===== config.mk =====
export PLATFORM = sky130hd
export DESIGN_NAME = nx_indirect_access_initiator
export DESIGN_NICKNAME = d
export VERILOG_FILES = /design/src/rtl/nx_indirect_access_initiator.sv
export SDC_FILE = /design/constraint.sdc
export NUM_CORES = 1
export LEC_CHECK = 0
export ABC_AREA = 0
export CELL_PAD_IN_SITES_DETAIL_PLACEMENT = 2
export CELL_PAD_IN_SITES_GLOBAL_PLACEMENT = 2
export CORE_ASPECT_RATIO = 1.2
export CORE_MARGIN = 5
export CORE_UTILIZATION = 35
export DETAILED_ROUTE_END_ITERATION = 8
export DONT_BUFFER_PORTS = 1
export GPL_TIMING_DRIVEN = 0
export PLACE_DENSITY = 0.8
export SYNTH_ARGS = -nofsm -noshare
export SYNTH_HDL_FRONTEND = slang
export SYNTH_SLANG_ARGS = --single-unit

===== constraint.sdc =====
create_clock -name clk -period 1.9 [get_ports clk]
set_input_delay 0.095 -clock clk [delete_from_list [all_inputs] [get_ports clk]]
set_output_delay 0.095 -clock clk [all_outputs]
set_load 0.02 [all_outputs]

===== src/rtl/nx_indirect_access_initiator.sv =====
// Register-bus initiator for the indirect-access protocol: writes data words and CMND,
// polls STAT until not BUSY, then reads data words back for successful READs.
module nx_indirect_access_initiator #(
    parameter int CMND_ADDRESS    = 0,
    parameter int STAT_ADDRESS    = 0,
    parameter int DATA_ADDRESS    = 0,
    parameter int ALIGNMENT       = 2,
    parameter int N_REG_ADDR_BITS = 16,
    parameter int N_DATA_BITS     = 32,
    parameter int N_ENTRIES       = 1,
    parameter int MAX_POLLS       = 16,
    parameter int POLL_GAP        = 0,
    localparam int AW             = (N_ENTRIES > 1) ? $clog2(N_ENTRIES) : 1
) (
    input  logic                       clk,
    input  logic                       rst_n,
    input  logic                       i_req_valid,
    output logic                       o_req_ready,
    input  logic [3:0]                 i_req_op,
    input  logic [AW-1:0]              i_req_addr,
    input  logic [N_DATA_BITS-1:0]     i_req_wdat,
    output logic                       o_resp_valid,
    output logic [2:0]                 o_resp_code,
    output logic                       o_resp_timeout,
    output logic [N_DATA_BITS-1:0]     o_resp_rdat,
    output logic                       o_bus_cs,
    output logic                       o_bus_we,
    output logic [N_REG_ADDR_BITS-1:0] o_bus_addr,
    output logic [31:0]                o_bus_wdat,
    input  logic                       i_bus_ack,
    input  logic [31:0]                i_bus_rdat,
    output logic [2:0]                 o_dbg_state
);
    localparam int N_WORDS = N_DATA_BITS / 32;
    localparam int PW      = $clog2(MAX_POLLS + 1);
    localparam int WW      = (N_WORDS > 1) ? $clog2(N_WORDS) : 1;
    localparam int GW      = (POLL_GAP > 1) ? $clog2(POLL_GAP) : 1;

    localparam logic [2:0] S_IDLE      = 3'd0;
    localparam logic [2:0] S_WR_DATA   = 3'd1;
    localparam logic [2:0] S_WR_CMND   = 3'd2;
    localparam logic [2:0] S_RD_STAT   = 3'd3;
    localparam logic [2:0] S_POLL_WAIT = 3'd4;
    localparam logic [2:0] S_RD_DATA   = 3'd5;
    localparam logic [2:0] S_GAP       = 3'd6;
    localparam logic [2:0] S_DONE      = 3'd7;

    localparam logic [3:0] OP_READ   = 4'd1;
    localparam logic [3:0] OP_WRITE  = 4'd2;
    localparam logic [2:0] CODE_OK   = 3'd1;
    localparam logic [2:0] CODE_BUSY = 3'd3;

    logic [2:0]                 r_state;
    logic [2:0]                 r_next;
    logic [3:0]                 r_op;
    logic [AW-1:0]              r_addr;
    logic [N_DATA_BITS-1:0]     r_wdat;
    logic [N_DATA_BITS-1:0]     r_rdat;
    logic [2:0]                 r_code;
    logic                       r_timeout;
    logic [PW-1:0]              r_polls;
    logic [WW-1:0]              r_word;
    logic [GW-1:0]              r_gap;
    logic                       r_bus_cs;
    logic                       r_bus_we;
    logic [N_REG_ADDR_BITS-1:0] r_bus_addr;
    logic [31:0]                r_bus_wdat;

    logic                       w_ack;
    logic                       w_last_word;
    logic [2:0]                 w_stat_code;
    logic [PW-1:0]              w_polls_nxt;
    logic [31:0]                w_cmnd;
    logic [N_REG_ADDR_BITS-1:0] w_word_addr;
    logic                       w_launch_we;
    logic [N_REG_ADDR_BITS-1:0] w_launch_addr;
    logic [31:0]                w_launch_wdat;

    // Acks only count while an access is actually outstanding.
    assign w_ack       = r_bus_cs & i_bus_ack;
    assign w_last_word = (r_word == WW'(N_WORDS - 1));
    assign w_stat_code = i_bus_rdat[31:29];
    assign w_polls_nxt = r_polls + 1'b1;
    assign w_cmnd      = {r_op, 28'd0} | 32'(r_addr);
    assign w_word_addr = N_REG_ADDR_BITS'(DATA_ADDRESS) + (N_REG_ADDR_BITS'(r_word) << ALIGNMENT);

    // Bus fields for the access launched when leaving GAP.
    always_comb begin
        w_launch_we   = 1'b0;
        w_launch_addr = N_REG_ADDR_BITS'(STAT_ADDRESS);
        w_launch_wdat = '0;
        case (r_next)
            S_WR_DATA: begin
                w_launch_we   = 1'b1;
                w_launch_addr = w_word_addr;
                w_launch_wdat = r_wdat[32*int'(r_word) +: 32];
            end
            S_WR_CMND: begin
                w_launch_we   = 1'b1;
                w_launch_addr = N_REG_ADDR_BITS'(CMND_ADDRESS);
                w_launch_wdat = w_cmnd;
            end
            S_RD_DATA: w_launch_addr = w_word_addr;
            default: ;
        endcase
    end

    always_ff @(posedge clk or negedge rst_n) begin
        if (!rst_n) begin
            r_state    <= S_IDLE;
            r_next     <= S_IDLE;
            r_op       <= '0;
            r_addr     <= '0;
            r_wdat     <= '0;
            r_rdat     <= '0;
            r_code     <= '0;
            r_timeout  <= 1'b0;
            r_polls    <= '0;
            r_word     <= '0;
            r_gap      <= '0;
            r_bus_cs   <= 1'b0;
            r_bus_we   <= 1'b0;
            r_bus_addr <= '0;
            r_bus_wdat <= '0;
        end else begin
            case (r_state)
                S_IDLE: if (i_req_valid) begin
                    r_op      <= i_req_op;
                    r_addr    <= i_req_addr;
                    r_wdat    <= i_req_wdat;
                    r_rdat    <= '0;
                    r_code    <= '0;
                    r_timeout <= 1'b0;
                    r_polls   <= '0;
                    r_word    <= '0;
                    r_bus_cs  <= 1'b1;
                    r_bus_we  <= 1'b1;
                    if (i_req_op == OP_WRITE) begin
                        r_bus_addr <= N_REG_ADDR_BITS'(DATA_ADDRESS);
                        r_bus_wdat <= i_req_wdat[31:0];
                        r_state    <= S_WR_DATA;
                    end else begin
                        r_bus_addr <= N_REG_ADDR_BITS'(CMND_ADDRESS);
                        r_bus_wdat <= {i_req_op, 28'd0} | 32'(i_req_addr);
                        r_state    <= S_WR_CMND;
                    end
                end
                S_WR_DATA: if (w_ack) begin
                    r_bus_cs <= 1'b0;
                    r_state  <= S_GAP;
                    if (w_last_word) begin
                        r_next <= S_WR_CMND;
                    end else begin
                        r_word <= r_word + 1'b1;
                        r_next <= S_WR_DATA;
                    end
                end
                S_WR_CMND: if (w_ack) begin
                    r_bus_cs <= 1'b0;
                    r_state  <= S_GAP;
                    r_next   <= S_RD_STAT;
                end
                S_RD_STAT: if (w_ack) begin
                    r_bus_cs <= 1'b0;
                    r_polls  <= w_polls_nxt;
                    r_code   <= w_stat_code;
                    r_next   <= S_RD_STAT;
                    if (w_stat_code == CODE_BUSY) begin
                        if (w_polls_nxt == PW'(MAX_POLLS)) begin
                            r_timeout <= 1'b1;
                            r_state   <= S_DONE;
                        end else if (POLL_GAP > 0) begin
                            r_gap   <= '0;
                            r_state <= S_POLL_WAIT;
                        end else begin
                            r_state <= S_GAP;
                        end
                    end else if (r_op == OP_READ && w_stat_code == CODE_OK) begin
                        r_word  <= '0;
                        r_next  <= S_RD_DATA;
                        r_state <= S_GAP;
                    end else begin
                        r_state <= S_DONE;
                    end
                end
                S_POLL_WAIT: begin
                    if (r_gap == GW'(POLL_GAP - 1)) r_state <= S_GAP;
                    else                            r_gap   <= r_gap + 1'b1;
                end
                S_RD_DATA: if (w_ack) begin
                    r_bus_cs                    <= 1'b0;
                    r_rdat[32*int'(r_word) +: 32] <= i_bus_rdat;
                    if (w_last_word) begin
                        r_state <= S_DONE;
                    end else begin
                        r_word  <= r_word + 1'b1;
                        r_next  <= S_RD_DATA;
                        r_state <= S_GAP;
                    end
                end
                S_GAP: begin
                    r_bus_cs   <= 1'b1;
                    r_bus_we   <= w_launch_we;
                    r_bus_addr <= w_launch_addr;
                    r_bus_wdat <= w_launch_wdat;
                    r_state    <= r_next;
                end
                default: r_state <= S_IDLE;
            endcase
        end
    end

    assign o_req_ready    = (r_state == S_IDLE);
    assign o_resp_valid   = (r_state == S_DONE);
    assign o_resp_code    = r_code;
    assign o_resp_timeout = r_timeout;
    assign o_resp_rdat    = r_rdat;
    assign o_bus_cs       = r_bus_cs;
    assign o_bus_we       = r_bus_we;
    assign o_bus_addr     = r_bus_addr;
    assign o_bus_wdat     = r_bus_wdat;
    assign o_dbg_state    = r_state;
endmodule


# Yosys cells after proc, flatten, opt, wreduce, memory -nomap -nowiden
# Index checks and enable logic that the tools add are counted.
# classes
add_sub_neg,4
n_mul,0
div_mod_pow,0
magnitude_cmp,0
eq_ne,29
shifts,3
n_mux,54
n_bitwise,3
n_reduce_logical,22
# ops
cell,count
$pmux 32 s2,3
$mux 32,4
$or 32x1->32,2
$mux 3,16
$neg 6->33,1
$shift 32x33->32 const A,1
$shiftx 32x33->32,1
$bwmux 32,1
$pmux 16 s2,1
$shiftx 32x7->32,1
$ne 2x2->1 const B,11
$pmux 3 s6,1
$mux 1,16
$mux 16,1
$eq 3x3->1 const B,5
$eq 3x2->1 const B,4
$pmux 3 s4,1
$reduce_and 6->1,2
$mux 5,2
$pmux 5 s2,1
$reduce_and 5->1,2
$eq 3x1->1 const B,3
$reduce_and 3->1,3
$reduce_or 2->1,4
other kinds (18),28
# totals
regBits,136
latch_bits,0
ramBits,0
romBits,0
in_bits,73
out_inout_bits,91
word_cells,130
n_memories,0

# Depth between registers and ports, before layout
# Gate-level depths: netlist of run 1.
# logic_depth
ltp_word,6
mapped_depth,7
depth_no_buf,4

# Worst setup path after synthesis of run 1
# Ideal clock, no wire load.
# synth_timing
kind,flip-flop to flip-flop
start,reg r_state[1] (netlist: o_dbg_state[1])
end,reg r_op[1]
setup_time_ns,0.118
t_arrival_ns,1.627
required_ns,1.782
path_slack_ns,0.155
stages_incl_launch_ff,7
n_path_buf,3
synth_period_minus_slack_ns,1.745
path_cell_list,dfrtp_1 > buf_4 > or4b_4 > buf_2 > buf_6 > nand2_1 > nand2_1
# synth_between
elab_chain_cells,2
# synth_rtl
element,line,rtl
start: declaration,53,logic [2:0] r_state;
start signal: assignment,206,r_state <= r_next;
$logic_not 3->1,126,case (r_state)
$reduce_and 2->1 (no source line),n/a,
end signal: assignment,128,r_op <= i_req_op;
end: declaration,55,logic [3:0] r_op;
# No other way between the ends.
# A chain may end at the register's enable or synchronous reset.

# Worst setup path in the final report of run 1
# layout_timing
start,reg r_state[1] (netlist: o_dbg_state[1])
end,reg r_bus_wdat[28] (netlist: o_bus_wdat[28])
# layout_between
elab_chain_cells,3
word_cells_on_any_way,6
classes_between,eq/ne (2); mux (1); reduce/logical (3)
# layout_rtl
element,line,rtl
$eq 3x3->1 or $logic_not 3->1 (tied branches),126,
$reduce_bool 2->1 (no source line) or $ne 2x2->1 (tied branches),n/a,
$reduce_and 2->1 (no source line),n/a,
end signal: assignment,140,r_bus_wdat <= i_req_wdat[31:0];
end signal: assignment,144,"r_bus_wdat <= {i_req_op, 28'd0} | 32'(i_req_addr);"
end signal: assignment,205,r_bus_wdat <= w_launch_wdat;
end: declaration,67,logic [31:0] r_bus_wdat;
# Several ways; a longest one is shown, not always the timed one.

==> impl_metrics.py, run 1 <==
metrics = {
    "layout": {
        "nNetsFinal": 728,
        "area_growth_pct": 36.2,
        "antenna_cells": 0,
        "n_fill_cell": 1557,
        "finalNonFillerCells": 870,
        "drive_gt1_frac": 0.153,
    },
    "synthesis": {
        "syn_area_per_cell_um2": 9.66,
        "ys_seq_area_frac": 0.569,
        "syn-instance-count": 542,
        "synth_edf_count": 0,
        "synth_top_area_cell": "dfrtp_1",
        "ys_warn_count": 0,
        "netlist_area_mm2": 0.00524,
        "async_flop_share": 1.00,
        "synth_top_area_frac": 0.569,
        "synthTopCellsByArea": "dfrtp_1 (57%), nand2_1 (13%), a222oi_1 (5.5%), buf_4 (2.4%), inv_1 (2.2%)",
        "synth_ff_type": "dfrtp_1",
        "ys_ff_latch": 119,
        "ys_types": 56,
    },
    "place": {
        "place_inst": 761,
        "finalWeightedCongestion": 0.801,
        "io_buffers": 0,
        "post-dp-hpwl_mm": 11.7,
    },
    "clock_tree": {
        "cts_tree": "done",
        "clock_sinks": 119,
        "cts.clk_slew.worst_paths_ps": 60,
        "cts_root_buf": "clkbuf_16",
        "htreeDepth": 4,
        "holdBufCountCts": 71,
        "cts_buffers": 17,
        "clk_path_buf_depth": 2,
        "clk_latency_ps": 420,
    },
    "grt": {
        "grt_pass1_wl_mm": 30.2,
        "grt_max_degree": 120,
        "grt_usage": 0.226,
        "antenna_found_initial": 0,
        "grt_pass1_vias": 5294,
        "grt_overflow_total": 0,
    },
    "detailed_routing": {
        "viasPerCell": 5.28,
        "drc": 0,
        "wl_per_cell_um": 22.6,
        "dr.pass1.iters": 5,
        "wirelength_mm": 19.6,
        "ant_nets": 0,
        "vias": 4596,
        "initialDrtViolationCount": 249,
    },
    "worst_setup_path": {
        "critPathLaunchType": "flop",
        "path_max_fanout": 8,
        "worst-setup-path-type": "flop to flop",
        "required_ps": 2180,
        "crit_arrival_ps": 2190,
        "cp-end-kind": "flop",
    },
    "power": {
        "p_int_w": 0.00640,
        "power_frac_seq": 0.400,
        "p_switching_w": 0.00300,
        "swShare": 0.319,
        "power_density_mw_per_mm2": 1320,
        "total_power_w": 0.00941,
        "clkPwrFrac": 0.387,
        "power_leakage_nw": 3.53,
        "comb_power_share": 0.213,
        "ir_drop_uv": 701,
    },
    "timing": {
        "rsz0062_at_grt": "true",
        "setup_viol": 1,
        "clock_skew_ps": 11.6,
        "hold_viol_final": 119,
        "whs_ps": -621,
        "fmax_mhz": 523,
        "min_period_ps": 1910,
        "final.setup.worst_slack_ps": -11.6,
        "final_max_slew_viol_count": 0,
        "period_share": 1.01,
    },
    "floorplan": {
        "die-area_mm2": 0.0175,
        "die_w_um": 122,
        "start_util": 0.353,
        "coreArea_mm2": 0.0148,
        "io_pins": 164,
        "row_count": 49,
        "fp.dieH_um": 144,
    },
    "min_path": {
        "hp-class": "primary input to asynchronous set/reset pin",
    },
    "run_status": {
        "violations": "hold timing, setup timing",
        "status": "finished, violations left",
    },
    "flow_run": {
        "cap_violations": 0,
    },
}
routing by layer:
layer / share of wire / vias up / global-route usage
met2: 0.55 / 176 / 0.424
met4: 0.016 / 0 / 0.0708
met1: 0.36 / 2344 / 0.239
met3: 0.077 / 28 / 0.0728
met5: 0 / - / 0
li1: - / 2048 / -
registers in the layout, summed over array words and instances (netlist names):
name / cells
r_polls: 5
o_dbg_state: 3
r_op: 4
r_next: 3
r_gap: 1
r_addr: 1
o_bus_wdat: 32
o_bus_we: 1
o_resp_rdat: 32
o_resp_timeout: 1
o_bus_cs: 1
o_resp_code: 3
r_wdat: 32
worst paths after layout:
| check | from | to | slack, ps | depth (start not counted) |
|---|---|---|---|---|
| max | o_dbg_state[1] | o_bus_wdat[28] | -10 | 6 |
| min | rst_n | o_resp_rdat[23] | -620 | 0 |
| max reg2reg | o_dbg_state[1] | o_bus_wdat[28] | -10 | 6 |
| min reg2reg | r_wdat[7] | r_wdat[7] | 480 | 2 |
| max in group asynchronous | rst_n | r_op[2] | 2340 | 0 |
| min in group clk | i_req_op[1] | o_bus_wdat[30] | 40 | 3 |
layout make-up:
type | instances | area (µm²) | area share
Buffer | 51 | 398 | 0.0558
Clock buffer | 21 | 450 | 0.0631
Clock inverter | 10 | 200 | 0.0281
Inverter | 31 | 116 | 0.0163
Multi-Input combinational cell | 355 | 1940 | 0.271
Sequential cell | 119 | 2980 | 0.418
Tap cell | 204 | 255 | 0.0358
Timing Repair Buffer | 79 | 796 | 0.112
power groups by stage:
stage	clock [W]	sequential, W	combinational [W]
2_1_floorplan	0	0.00361	0.00117
3_3_place_gp	0	0.00373	0.00145
3_5_place_dp	0	0.00377	0.00155
4_1_cts	0.00367	0.00374	0.00184
5_1_grt	0.00382	0.00383	0.00221
6_report	0.00364	0.00377	0.00200
repair_timing:
item	CTS	global route
setup buffers	6	2
pin swaps	1	18
endpoints found under the hold margin	224	119
resized for setup	17	37
setup endpoints to repair	93	96
kinds of logic (layout without fill, tap and decap cells):
kind of cell	Yosys count	count (layout)	synth area share
muxes	1	1	0.00191
xor gates and xnor gates	3	3	0.00502
other	1	16	0.000716
and+or+nand+nor	232	232	0.193
adders and majority gates	1	1	0.00239
buffers and inverters	83	192	0.0860
AOI/OAI and AO/OA	102	102	0.142
DFF	119	119	0.569
cell usage in the layout, fill, tap and decap left out, drive strengths merged, types with 3 or more instances in the layout:
| cell type | count |
|---|---|
| a21oi | 6 |
| a222oi | 29 |
| a22o | 3 |
| buf | 51 |
| bufinv | 6 |
| clkbuf | 29 |
| clkinv | 4 |
| conb | 16 |
| dfrtp | 119 |
| dlygate4sd3 | 71 |
| inv | 31 |
| nand2 | 187 |
| nand3 | 8 |
| nor2 | 14 |
| nor4 | 4 |
| o21ai | 41 |
| o2bb2ai | 3 |
critical path: stages (launching register included):
cell      delay, ps
dfrtp_2         460
buf_12          170
nor4b_4         370
a31oi_4         120
buf_6           190
a222oi_1        360
o21ai_1         110
synth_stat cells (2+ instances only):
master and instances:
buf_6 6, a21oi_1 6, nand3_1 8, dfrtp_1 119
a221o_1 2, buf_4 17, o2bb2ai_1 3, nor4_1 3
a21o_1 2, buf_2 23, nand2_1 186, inv_1 31
nand4_1 2, xnor2_1 2, nor2_1 13, clkbuf_1 5
nand2b_1 2, o21bai_1 2, nor2b_1 2, o21ai_0 23
a31oi_1 2, o21ai_1 18, a22o_1 3, a222oi_1 29
a211oi_1 2
through the flow:
stage / hold WS [ps] / TNS (ps) / utilization / area, µm² / setup WS, ps
after floorplan: -201 / 0 / - / 5290 / 155
after global placement: -194 / -11120 / 0.374 / 5550 / -357
after detailed placement: -194 / -12410 / 0.374 / 5550 / -353
after CTS: -642 / -309 / 0.474 / 7040 / -48.1
after global routing: -645 / -964 / 0.481 / 7130 / -68.9
final: -621 / -11.6 / 0.481 / 7130 / -11.6
Power figures use the tool's default switching activity.
==> run 2, diff against run 1 <==
Settings changed: CAP_MARGIN from default to 20, CORE_ASPECT_RATIO 1.2 to default.
==> impl_metrics.py, run 2 (synthesis gave the netlist of run 1 again) <==
metrics = {
    "worst_setup_path": {
        "worst-setup-path-type": "flop to flop",
        "r2r-start": "o_dbg_state[0]",
        "ff2ff_setup_slack_ps": 30,
        "reg2reg_depth": 6,
        "cp-end-kind": "flop",
        "crit_arrival_ps": 2160,
        "crit_start": "o_dbg_state[0]",
        "path_max_fanout": 9,
        "required_ps": 2180,
        "r2r-end": "o_bus_wdat[0]",
        "critPathLaunchType": "flop",
        "crit_end": "o_bus_wdat[0]",
    },
    "clock_tree": {
        "clk_path_buf_depth": 2,
        "cts_root_buf": "clkbuf_16",
        "clk_latency_ps": 420,
        "htreeDepth": 4,
        "clock_sinks": 119,
        "cts_buffers": 17,
        "cts.clk_slew.worst_paths_ps": 50,
        "cts_tree": "done",
    },
    "floorplan": {
        "row_count": 44,
        "coreArea_mm2": 0.0146,
        "fp.dieH_um": 132,
        "die_w_um": 132,
        "io_pins": 164,
        "die-area_mm2": 0.0175,
        "start_util": 0.359,
    },
    "detailed_routing": {
        "viasPerCell": 5.38,
        "wl_per_cell_um": 23.0,
        "vias": 4619,
        "ant_nets": 0,
        "dr.pass1.iters": 5,
        "wirelength_mm": 19.8,
        "initialDrtViolationCount": 250,
        "drc": 0,
    },
    "power": {
        "power_density_mw_per_mm2": 1280,
        "power_leakage_nw": 3.50,
        "ir_drop_uv": 596,
    },
    "run_status": {
        "violations": "hold timing",
        "status": "finished, violations left",
    },
    "timing": {
        "final.setup.worst_slack_ps": 26.1,
        "fin_tns_setup_ps": 0,
        "period_share": 0.986,
        "fmax_mhz": 534,
        "min_period_ps": 1870,
        "clock_skew_ps": 8.85,
        "setup_viol": 0,
        "rsz0062_at_grt": "true",
        "hold_viol_final": 119,
        "final_max_slew_viol_count": 0,
        "whs_ps": -623,
    },
    "grt": {
        "grt_max_degree": 120,
        "antenna_found_initial": 3,
        "grt_pass1_vias": 5301,
        "grt_usage": 0.229,
        "grt_pass1_wl_mm": 31.4,
        "grt_overflow_total": 0,
    },
    "place": {
        "finalWeightedCongestion": 0.806,
        "post-dp-hpwl_mm": 12.1,
        "place_inst": 742,
        "postPlaceCellArea_mm2": 0.00553,
        "place_ws_ps": -348,
        "io_buffers": 0,
    },
    "layout": {
        "nNetsFinal": 734,
        "fin_area_mm2": 0.00706,
        "area_growth_pct": 34.9,
        "n_fill_cell": 1497,
        "finalNonFillerCells": 859,
        "final_cell_mix": "nand2_1 (186), dfrtp_1 (116), dlygate4sd3_1 (73)",
        "drive_gt1_frac": 0.155,
        "final_util": 0.484,
        "final_common_cell": "nand2_1",
    },
    "min_path": {
        "hp-class": "primary input to asynchronous set/reset pin",
    },
    "flow_run": {
        "cap_violations": 0,
    },
}
-- run 2: cell count changes in the layout (fill, tap and decap cells not counted), sizes merged --
cell and delta:
dlygate4sd3 +2, bufinv -3, clkinvlp +1, diode +2, clkbuf +3, buf +4
-- run 2: layer usage --
layer / track usage / wire, µm
met1: 0.254 / 7360
met2: 0.408 / 10800
met3: 0.0855 / 1280
met4: 0.0707 / 377
met5: 0 / 13
-- run 2: report_power, final --
group	total (W)	leakage, nW	switching, W	internal, W
Sequential	0.00377	1.57	0.000660	0.00311
Combinational	0.00199	1.64	0.00117	0.000827
Clock	0.00330	0.288	0.00117	0.00213
Total	0.00906	3.50	0.00299	0.00606
-- run 2: final cells by class --
class / instances / area, µm² / share of cell area
multi-input combinational: 355 / 1910 / 0.271
tap: 184 / 230 / 0.0326
buffer: 51 / 395 / 0.0560
timing repair buffer: 85 / 831 / 0.118
antenna: 2 / 5.00 / 0.000708
clock inverter: 8 / 121 / 0.0172
clock buffer: 24 / 472 / 0.0668
inverter: 31 / 116 / 0.0165
sequential: 119 / 2980 / 0.422
-- run 2: how the worst min path moves through the flow --
stage / endpoint / cells past startpoint
global placement: r_next[0] / 0
finish: r_polls[3] / 0
floorplan: o_bus_cs / 0
CTS: r_polls[4] / 0
global route: r_next[0] / 0
detailed placement: r_next[0] / 0
-- run 2: stage by stage --
stage | hold slack, ps | total power, W
2_1_floorplan | -201 | 0.00478
3_3_place_gp | -195 | 0.00517
3_5_place_dp | -194 | 0.00535
4_1_cts | -647 | 0.00904
5_1_grt | -657 | 0.00954
6_report | -623 | 0.00906
-- run 2: what timing repair did --
item,CTS,global route
endpoints found under the setup margin,102,72
pin swaps,6,17
gates resized for setup,23,29
hold buffers,71,2
hold endpoints to repair,225,120
buffers inserted,7,4
-- run 2: worst max-delay path, stage by stage (launching register included) --
cell and delay, ps:
dfrtp_2 470, buf_6 160, nor4b_4 360, a31oi_4 90, buf_6 190, a222oi_1 340
o21ai_1 120
==> run 3, diff against run 2 <==
Settings changed: CORE_ASPECT_RATIO from default to 2.
==> impl_metrics.py, run 3 (synthesis gave the netlist of run 1 again) <==
metrics = {
    "floorplan": {
        "row_count": 63,
        "coreArea_mm2": 0.0147,
        "die-area_mm2": 0.0177,
        "start_util": 0.355,
        "die_w_um": 96.5,
        "io_pins": 164,
        "fp.dieH_um": 183,
    },
    "timing": {
        "fmax_mhz": 503,
        "min_period_ps": 1990,
        "setup_viol": 3,
        "clock_skew_ps": 9.87,
        "hold_viol_final": 119,
        "final_max_slew_viol_count": 0,
        "relSlewSlack": 0.551,
        "final.setup.worst_slack_ps": -87.0,
        "whs_ps": -624,
        "worst_slew_pin_slew_ps": 668,
        "period_share": 1.05,
        "rsz0062_at_grt": "true",
    },
    "grt": {
        "grt_pass1_vias": 5442,
        "met2_usage": 0.456,
        "met1_usage": 0.224,
        "antenna_found_initial": 1,
        "use_met3": 0.0669,
        "busiest_layer": "met2",
        "grt_overflow_total": 0,
        "grt_usage": 0.236,
        "grt_max_degree": 120,
        "grt_pass1_wl_mm": 31.3,
    },
    "detailed_routing": {
        "dr.pass1.iters": 7,
        "drc": 0,
        "ant_nets": 0,
        "viasPerCell": 5.42,
        "vias": 4672,
        "wirelength_mm": 20.5,
        "wl_per_cell_um": 23.8,
        "initialDrtViolationCount": 213,
    },
    "layout": {
        "n_fill_cell": 1528,
        "area_growth_pct": 35.0,
        "final_cell_mix": "nand2_1 (185), dfrtp_1 (116), dlygate4sd3_1 (70)",
        "finalNonFillerCells": 862,
        "nNetsFinal": 727,
        "drive_gt1_frac": 0.161,
        "multiInputGateArea_mm2": 0.00194,
        "final_common_cell": "nand2_1",
        "seqCellArea_mm2": 0.00298,
    },
    "flow_run": {
        "cap_violations": 0,
    },
    "worst_setup_path": {
        "required_ps": 2180,
        "path_max_fanout": 10,
        "critPathLaunchType": "flop",
        "worst-setup-path-type": "flop to flop",
        "crit_arrival_ps": 2260,
        "cp-end-kind": "flop",
    },
    "clock_tree": {
        "cts_tree": "done",
        "htreeDepth": 4,
        "holdBufCountCts": 70,
        "cts_buffers": 17,
        "cts_root_buf": "clkbuf_16",
        "clk_path_buf_depth": 2,
        "cts.clk_slew.worst_paths_ps": 60,
        "clk_latency_ps": 410,
        "clock_sinks": 119,
    },
    "place": {
        "post-dp-hpwl_mm": 12.7,
        "place_ws_ps": -366,
        "place_inst": 752,
        "finalWeightedCongestion": 0.761,
        "io_buffers": 0,
    },
    "power": {
        "power_leakage_nw": 3.49,
        "power_density_mw_per_mm2": 1310,
        "ir_drop_uv": 704,
    },
    "run_status": {
        "status": "finished, violations left",
        "violations": "hold timing, setup timing",
    },
    "min_path": {
        "hp-class": "primary input to asynchronous set/reset pin",
    },
}
run 3: what timing repair did:
action,CTS,global route
hold endpoints to repair,225,119
resized for setup,29,37
setup buffers,2,6
endpoints found under the setup margin,106,63
pin swaps,4,11
run 3: worst max-delay path, stage by stage (launching register included):
cell,delay (ps)
dfrtp_2,480
buf_8,180
nor4b_4,360
a31oi_4,100
buf_4,220
a222oi_1,390
o21ai_1,120
run 3: layout make-up:
class | instances | share of cell area
multi-input combinational | 355 | 0.275
sequential | 119 | 0.422
buffer | 51 | 0.0582
clock inverter | 13 | 0.0239
clock buffer | 19 | 0.0626
tap | 195 | 0.0345
antenna | 1 | 0.000354
inverter | 31 | 0.0165
timing repair buffer | 78 | 0.108
run 3: final timing paths:
kind,from,endpoint,slack (ps),cells after the start
max,o_dbg_state[0],o_bus_wdat[28],-90,6
min,rst_n,o_resp_rdat[16],-620,0
max reg2reg,o_dbg_state[0],o_bus_wdat[28],-90,6
min reg2reg,r_wdat[22],r_wdat[22],480,2
max in group asynchronous,rst_n,o_bus_wdat[22],2280,0
min in group clk,i_req_op[3],o_bus_wdat[31],30,3
run 3: per-layer routing:
layer | share of wire | vias to the layer above
met3 | 0.068 | 28
met2 | 0.58 | 173
met5 | 0 | -
li1 | - | 2048
met1 | 0.33 | 2423
met4 | 0.021 | 0
run 3: report_power, final:
part / switching (W) / internal [W]
Clock: 0.00126 / 0.00212
Sequential: 0.000687 / 0.00311
Combinational: 0.00125 / 0.000838
Total: 0.00321 / 0.00606
run 3: through the flow:
| step | hold WS [ps] | TNS [ps] | utilization | total power (W) | area (µm²) |
|---|---|---|---|---|---|
| global route | -640 | -971 | 0.480 | 0.00972 | 7070 |
| detailed placement | -198 | -12190 | 0.376 | 0.00540 | 5540 |
| CTS | -639 | -124 | 0.472 | 0.00909 | 6960 |
| finish | -624 | -144 | 0.480 | 0.00927 | 7070 |
| floorplan | -201 | 0 | - | 0.00478 | 5290 |
| global placement | -197 | -9570 | 0.376 | 0.00521 | 5540 |
